File: src/rtl/pp_column_loader.sv
// Serial partial-product feeder for the cascade mul17 column shift registers.
// Latches one operand pair, then streams every a[i]&b[j] bit onto its column k=i+j over N cycles.
module pp_column_loader #(
  parameter int N = 17
) (
  input  logic         clk,
  input  logic         rst,
  input  logic         in_valid,
  output logic         in_ready,
  input  logic [N-1:0] a,
  input  logic [N-1:0] b,
  output logic         src0_,
  output logic         src1_,
  output logic         src2_,
  output logic         src3_,
  output logic         src4_,
  output logic         src5_,
  output logic         src6_,
  output logic         src7_,
  output logic         src8_,
  output logic         src9_,
  output logic         src10_,
  output logic         src11_,
  output logic         src12_,
  output logic         src13_,
  output logic         src14_,
  output logic         src15_,
  output logic         src16_,
  output logic         src17_,
  output logic         src18_,
  output logic         src19_,
  output logic         src20_,
  output logic         src21_,
  output logic         src22_,
  output logic         src23_,
  output logic         src24_,
  output logic         src25_,
  output logic         src26_,
  output logic         src27_,
  output logic         src28_,
  output logic         src29_,
  output logic         src30_,
  output logic         src31_,
  output logic         src32_,
  output logic         result_valid,
  output logic         busy
);

  localparam int CW     = $clog2(N);
  localparam int NCOL   = 2 * N - 1;
  localparam int MAXCOL = 33;

  typedef enum logic [1:0] {IDLE, LOAD, DONE} state_t;

  state_t        state;
  logic [CW-1:0] cnt;
  logic [N-1:0]  a_q;
  logic [N-1:0]  b_q;
  logic [MAXCOL-1:0] col;

  always_ff @(posedge clk) begin
    if (rst) begin
      state        <= IDLE;
      cnt          <= '0;
      a_q          <= '0;
      b_q          <= '0;
      in_ready     <= 1'b1;
      busy         <= 1'b0;
      result_valid <= 1'b0;
    end else begin
      case (state)
        IDLE: begin
          if (in_valid) begin
            a_q      <= a;
            b_q      <= b;
            cnt      <= '0;
            state    <= LOAD;
            in_ready <= 1'b0;
            busy     <= 1'b1;
          end
        end
        LOAD: begin
          if (cnt == CW'(N - 1)) begin
            state        <= DONE;
            result_valid <= 1'b1;
          end else begin
            cnt <= cnt + 1'b1;
          end
        end
        DONE: begin
          state        <= IDLE;
          result_valid <= 1'b0;
          busy         <= 1'b0;
          in_ready     <= 1'b1;
        end
        default: begin
          state        <= IDLE;
          result_valid <= 1'b0;
          busy         <= 1'b0;
          in_ready     <= 1'b1;
        end
      endcase
    end
  end

  // Column k emits its d_k bits in the last d_k LOAD cycles so earlier (zero) bits
  // are shifted out of the depth-d_k register before DONE.
  for (genvar k = 0; k < MAXCOL; k++) begin : g_col
    if (k < NCOL) begin : g_live
      localparam int D    = (k + 1 < NCOL - k) ? k + 1 : NCOL - k;
      localparam int S    = N - D;
      localparam int JMIN = (k > N - 1) ? k - N + 1 : 0;
      logic [CW-1:0] j;
      logic [CW-1:0] i;
      logic          act;
      if (S == 0) begin : g_full
        assign act = 1'b1;
      end else begin : g_late
        assign act = (cnt >= CW'(S));
      end
      // Modulo-2^CW arithmetic is exact here because the true i and j lie in 0..N-1.
      assign j      = CW'(JMIN) + (cnt - CW'(S));
      assign i      = CW'(k) - j;
      assign col[k] = (state == LOAD) && act && a_q[i] && b_q[j];
    end else begin : g_none
      assign col[k] = 1'b0;
    end
  end

  assign {src32_, src31_, src30_, src29_, src28_, src27_, src26_, src25_, src24_,
          src23_, src22_, src21_, src20_, src19_, src18_, src17_, src16_, src15_,
          src14_, src13_, src12_, src11_, src10_, src9_,  src8_,  src7_,  src6_,
          src5_,  src4_,  src3_,  src2_,  src1_,  src0_} = col;

endmodule

File: config.mk
export PLATFORM = sky130hd
export DESIGN_NAME = pp_column_loader
export DESIGN_NICKNAME = d
export VERILOG_FILES = /design/src/rtl/pp_column_loader.sv
export SDC_FILE = /design/constraint.sdc
export NUM_CORES = 1
export LEC_CHECK = 0
export ABC_CLOCK_PERIOD_IN_PS = 7860
export CORE_ASPECT_RATIO = 1.4
export CORE_MARGIN = 4
export CORE_UTILIZATION = 35
export CTS_BUF_LIST = sky130_fd_sc_hd__clkbuf_16
export DETAILED_ROUTE_END_ITERATION = 10
export PLACE_DENSITY = 0.51
export SYNTH_ARGS = -nofsm -noshare
export SYNTH_HDL_FRONTEND = slang
export SYNTH_SLANG_ARGS = --single-unit
File: constraint.sdc
create_clock -name clk -period 7.86 [get_ports clk]
set_input_delay 0.786 -clock clk [delete_from_list [all_inputs] [get_ports clk]]
set_output_delay 0.786 -clock clk [all_outputs]
set_load 0.005 [all_outputs]
# Yosys cells after proc, flatten, opt, wreduce, memory -nomap -nowiden

Index checks and enable logic that the tools add are counted.

Flip-flop bits (word level): 44
Bits in latches: 0
Memory bits (writable): 0
ROM bits: 0
Input port bits: 37
Output and inout bits: 36
Word-level logic and storage cells: 395
Memories: 0

Add/subtract/negate cells: 66
Multipliers: 0
Divide/modulo/power cells: 0
Order comparisons: 82
Eq/ne operators: 5
Shift-type cells: 0
Mux-type cells: 144
Bitwise logic cells: 2
Reduce and logical (&&, ||, !) cells: 89

Operators by type and width:

| operator                                                           | number |
|---|---|
| less-than comparator 5 x 6 -> 1 bit (second input constant)        | 66 |
| binary-select mux 1 bit (select 5 bit)                             | 66 |
| logical AND 1 bit                                                  | 82 |
| subtractor 5 bit (first input constant)                            | 16 |
| two-way mux 1 bit                                                  | 69 |
| adder 4 x 5 -> 5 bit (first input constant)                        | 8 |
| greater-or-equal comparator 5 x 4 -> 1 bit (second input constant) | 8 |
| subtractor 4 x 5 -> 5 bit (first input constant)                   | 8 |
| subtractor 5 x 4 -> 5 bit (second input constant)                  | 8 |
| adder 3 x 5 -> 5 bit (first input constant)                        | 4 |
| greater-or-equal comparator 5 x 3 -> 1 bit (second input constant) | 4 |
| subtractor 3 x 5 -> 5 bit (first input constant)                   | 4 |
| subtractor 5 x 3 -> 5 bit (second input constant)                  | 4 |
| subtractor 1 x 5 -> 5 bit (first input constant)                   | 3 |
| adder 2 x 5 -> 5 bit (first input constant)                        | 2 |
| greater-or-equal comparator 5 x 2 -> 1 bit (second input constant) | 2 |
| two-way mux 5 bit                                                  | 2 |
| one-hot mux 5 bit (2 select lines)                                 | 1 |
| subtractor 2 x 5 -> 5 bit (first input constant)                   | 2 |
| subtractor 5 x 2 -> 5 bit (second input constant)                  | 2 |
| AND reduction 2 bit                                                | 4 |
| != test 2 bit (second input constant)                              | 3 |
| one-hot mux 1 bit (2 select lines)                                 | 3 |
| adder 1 x 5 -> 5 bit (first input constant)                        | 1 |
| 14 further kinds                                                   | 16 |

# Longest topological paths before layout

Depth after elaboration: 7
Mapped depth: 16
Mapped depth without buffers: 12

# Worst setup path before layout

OpenSTA, ideal clock, no wires.

Path type: reg2out
From: register cnt[1]
To: output src21_
Arrival: 3.947 ns
Required time: 7.074 ns
Path slack: 3.127 ns
Cell stages (with the launch flop): 17
Path buffers: 7
Cell sequence: dfxtp_1 > clkbuf_1 > buf_2 > clkbuf_1 > inv_1 > ha_1 > buf_2 > buf_2 > buf_4 > xor2_1 > ha_1 > clkbuf_1 > mux4_2 > inv_1 > and2_1 > o21ai_0 > a211oi_1

Cells in the longest elaborated chain, start to end: 7
Elaborated cells on any way between the ends: 11
Classes of those cells: add/sub: 3; order compare: 1; mux: 4; reduce/logical: 3

RTL lines:

| what                                    | RTL line | text |
|---|---|---|
| from (decl)                             | 56       | `logic [CW-1:0] cnt;` |
| from (signal assigned)                  | 87       | `cnt <= cnt + 1'b1;` |
| subtractor 5 x 3 -> 5 bit               | 122      | `assign j = CW'(JMIN) + (cnt - CW'(S));` |
| adder 3 x 5 -> 5 bit                    | 122      |  |
| subtractor 5 bit                        | 123      | `assign i = CW'(k) - j;` |
| binary-select mux 1 bit (select 5 bit)  | 124      | `assign col[k] = (state == LOAD) && act && a_q[i] && b_q[j];` |
| two-way mux 1 bit (not written as such) | 124      |  |
| logical AND 1 bit                       | 124      |  |
| logical AND 1 bit (*)                   | 124      |  |
| to (decl)                               | 33       | `output logic src21_,` |

Mark *: on every way between the ends. The rest lies on a longest branch, timed or not. The select of a mux whose other input is x is not followed.

# Final worst setup path

From: register cnt[0]
To: output src25_

Cells in the longest elaborated chain, start to end: 7
Elaborated cells on any way between the ends: 11
Classes of those cells: add/sub: 3; order compare: 1; mux: 4; reduce/logical: 3

RTL lines:

| what                                    | RTL line | text |
|---|---|---|
| subtractor 5 x 4 -> 5 bit               | 122      |  |
| adder 4 x 5 -> 5 bit                    | 122      |  |
| subtractor 5 bit                        | 123      |  |
| binary-select mux 1 bit (select 5 bit)  | 124      |  |
| two-way mux 1 bit (not written as such) | 124      |  |
| logical AND 1 bit                       | 124      |  |
| logical AND 1 bit (*)                   | 124      |  |
| to (decl)                               | 37       | `output logic src25_,` |

Marks and branches as above.

==> results.txt <==
----------------------------------------------------
[STA]
  Final critical-path required period ... ~5.3 ns
  Tightest slew margin relative to the limit ... 26.9%
  Worst setup skew after layout ... 0.00390 ns
  Final Slew Violations ... 0
  Setup Total Neg Slack ... 0 ns
  Maximum clock rate ... 0.188 GHz
  Total of endpoints with negative setup slack in the final report ... 0
  Unrepaired setup endpoints after global routing ... no
  Share of the cycle needed by the critical path after routing ... 67.6%
  Measured slew at the worst slew-check pin ... 1.09 ns
  Final Hold Vio Count ... 0
  Least setup slack across all paths after layout ... 2.55 ns

[Pwr]
  Total power density per cell area ... about 110 nW/µm²
  Worst-case vdd ir drop ... 130 µV
  Portion of total power attributed to sequential cells ... 29.8%
  Power dissipated by switching net loads ... 305 µW
  Share of total power in combinational logic ... 42.5%
  Internal power contribution ... between 500 and 600 µW
  Switching share of power ... 36.4%
  Proportion of power drawn by the clock network ... between 20 and 30%
  Leakage power figure ... approximately 2.7 nW
  Total Power ... 838 µW

[Layout]
  Count of nets after finishing ... about 960
  Fraction of layout cells with a size suffix above 1 ... 9.45%
  Count of antenna diodes in the layout ... 0
  Relative area change from synthesis to final layout ... 15.4%
  FILL cells ... 1905

[Floorplan]
  Overall die width ... 123 µm
  Row count ... 58
  Area of the die ... 20900 µm²
  Initial Util ... 35.9%
  I/O pin total ... 73
  Core ar. ... 18100 µm²
  Height of the chip ... about 170 µm

[Clocking]
  Worst-skew pair later-pin latency ... 0.29 ns
  CTS Buffer Depth ... 2
  Sink Count ... 44
  Clock buffers created by TritonCTS ... 5
  CTS clk-pin slew, worst paths ... 0.06 ns
  Post-cts gate resize count ... 0
  Clock tree from TritonCTS ... done
  Htree depth ... 2
  Clock root buffer ... sky130_fd_sc_hd__clkbuf_16
  Post-CTS setup repair buffer count ... 0
  Count of hold-fix buffers inserted at cts ... 0

[Logic synthesis]
  Syn_nets ... between 900 and 1000
  Yosys Warn Count ... 0
  Sequential cell area fraction in the yosys report ... 13.5%
  Seq cells post-synth ... 44
  Proportion of register bits with asynchronous set or reset after synthesis ... 0%
  Netlist Area Pre-Place ... 6510 µm²
  Avg Synthesized Cell Area ... around 7.6 µm²
  Synth Flop Type ... sky130_fd_sc_hd__dfxtp_1
  Number of enable-type register cells in the synthesized netlist ... 0
  Cells after synthesis ... 861
  Count of cell types in the netlist ... 71

[Drt]
  Number of vias per cell after detailed routing ... 5.71
  Detail-routed net length per standard cell ... 19.8 µm
  Iteration count of the initial detailed-routing pass ... 5
  Routed vias ... 6447
  Total routed wirelength ... about 22000 µm
  DRC marker count from the first detailed-route iteration ... 397
  Number of nets still failing antenna checks after routing ... 0
  Remaining routing DRC violations ... 0

[Placement]
  Hpwl dp ... 17000 µm
  Buffers added on ports ... 72
  Weighted congestion at the end of routability-driven global placement ... 0.954
  Pre-CTS setup slack ... 2.83 ns

[Global routing]
  Gr usage total ... around a fifth
  Antenna violations before repair ... 0
  Total global routing overflow ... 0
  Vias in the first global route ... 6175
  Wire length of the first global-routing pass ... 35000 µm
  Largest net degree at the start of global routing ... 60

[Run]
  Max-Cap Viols ... 0

[Setup path]
  Data arrival time of the worst path ... around 4.5 ns
  Max Fanout on Critical Path ... 35
  Data required time at the worst endpoint ... 7.07 ns
  Critical path class ... reg -> out
  Startpoint type of the worst setup path ... register
  Capturing element type of the critical path ... output port

[Worst hold path]
  Hold Path Class ... reg -> reg

[Run status]
  Run status ... complete, no violations

----------------------------------------------------
-- critical path: stages, from the launching register on --
cell and delay [ns]:
sky130_fd_sc_hd__dfxtp_2 0.32, sky130_fd_sc_hd__inv_2 0.46, sky130_fd_sc_hd__ha_2 0.82, sky130_fd_sc_hd__buf_4 0.45
sky130_fd_sc_hd__mux2_1 0.37, sky130_fd_sc_hd__nor2_1 0.10, sky130_fd_sc_hd__nor3_1 0.06, sky130_fd_sc_hd__a31oi_1 0.66
sky130_fd_sc_hd__mux2i_1 0.22, sky130_fd_sc_hd__a21oi_1 0.21, sky130_fd_sc_hd__a211oi_1 0.06, sky130_fd_sc_hd__clkdlybuf4s50_1 0.45
-- worst paths after layout --
| check | from | end | slack, ns | cells after the start |
|---|---|---|---|---|
| worst max-delay path | cnt[0] | src25_ | 2.55 | 11 |
| worst min-delay path | a_q[14] | a_q[14] | 0.47 | 2 |
| worst max register to register | cnt[1] | cnt[3] | 5.16 | 7 |
| worst min register to register | a_q[14] | a_q[14] | 0.47 | 2 |
-- final cells by class --
class | instances | area, µm² | share of cell area, %
Clock buffer | 5 | 125 | 1.67
Clock inverter | 3 | 38.8 | 0.516
Inverter | 26 | 97.6 | 1.30
Multi-Input combinational cell | 725 | 5240 | 69.8
Sequential cell | 44 | 883 | 11.8
Tap cell | 240 | 300 | 4.00
Timing Repair Buffer | 86 | 826 | 11.0
-- sequential cells by signal, summed over array words and instances, names as in the netlist --
register      cells
in_ready          1
state             2
cnt               5
b_q              17
a_q              17
busy              1
result_valid      1
-- synth_stat cells, drive strengths merged (2+ instances only) --
cell     count  share of area [%]
nand2      139                8.0
a21oi       91                7.1
nor2        62                3.6
mux2i       56                8.6
xnor2       48                7.0
dfxtp       44                 14
clkbuf      35                2.0
ha          32                6.2
buf         31                2.5
mux4        31                 11
o21ai       31                2.4
nor3        29                2.2
inv         25                1.4
xor2        24                3.6
nand3       22                1.7
mux2        15                2.6
nor2b       15                1.4
a211oi      12                1.5
nor4        11                1.1
a31oi        9               0.86
a22oi        6               0.69
and2         6               0.58
and3         6               0.65
nand2b       6               0.58
a21boi       5               0.75
nand4        5               0.48
nor3b        5               0.58
o211ai       5               0.58
o21a         5               0.58
o22ai        5               0.48
a221oi       4               0.81
or3          4               0.38
a2111oi      3               0.40
nand3b       3               0.35
o221ai       3               0.40
o31ai        3               0.35
a41oi        2               0.27
and3b        2               0.27
o21bai       2               0.23
o31a         2               0.27
or4          2               0.23
-- cells in the final DEF, fill, tap and decap left out, drive strengths merged, types with 9 or more instances in the layout --
master,instances
buf,14
clkdlybuf4s50,72
xnor2,48
xor2,24
a211oi,12
o21ai,31
mux2i,56
nor2,62
nand3,22
inv,26
a21oi,91
mux2,15
nor4,11
dfxtp,44
nor3,29
nor2b,15
mux4,31
ha,32
nand2,139
a31oi,9
-- logic make-up after synthesis --
group / synth area share, %
flops: 13.5
simple gates: 22.8
fa+ha+maj: 6.15
mux: 21.9
compound gates: 18.7
xor+xnor: 10.9
buf+inv: 5.98
-- power groups by stage --
stage	clock network [mW]	registers, mW	logic, mW
after detailed placement	0	0.254	0.355
after floorplan	0	0.249	0.262
after CTS	0.240	0.249	0.356
final	0.233	0.249	0.356
after global routing	0.248	0.251	0.388
after global placement	0	0.254	0.353
-- stage by stage --
step	cell area, µm²	cells	hold slack (ns)	utilization, %
3_3_place_gp	7350	1121	0.456	40.5
4_1_cts	7510	1129	0.470	41.4
5_1_grt	7510	1129	0.488	41.4
3_5_place_dp	7350	1121	0.461	40.5
6_report	7510	1129	0.470	41.4
2_1_floorplan	6510	861	0.445	-
-- routing by layer --
layer  up-vias  global-route usage, %  wire [µm]
met5         -                      0          0
met4         0                   8.63        949
met3        40                   1.53        782
met2       186                   36.9      11300
met1      3088                   27.0       9240
li1       3133                      -          -
No activity file was read; power rests on OpenSTA's default activity.
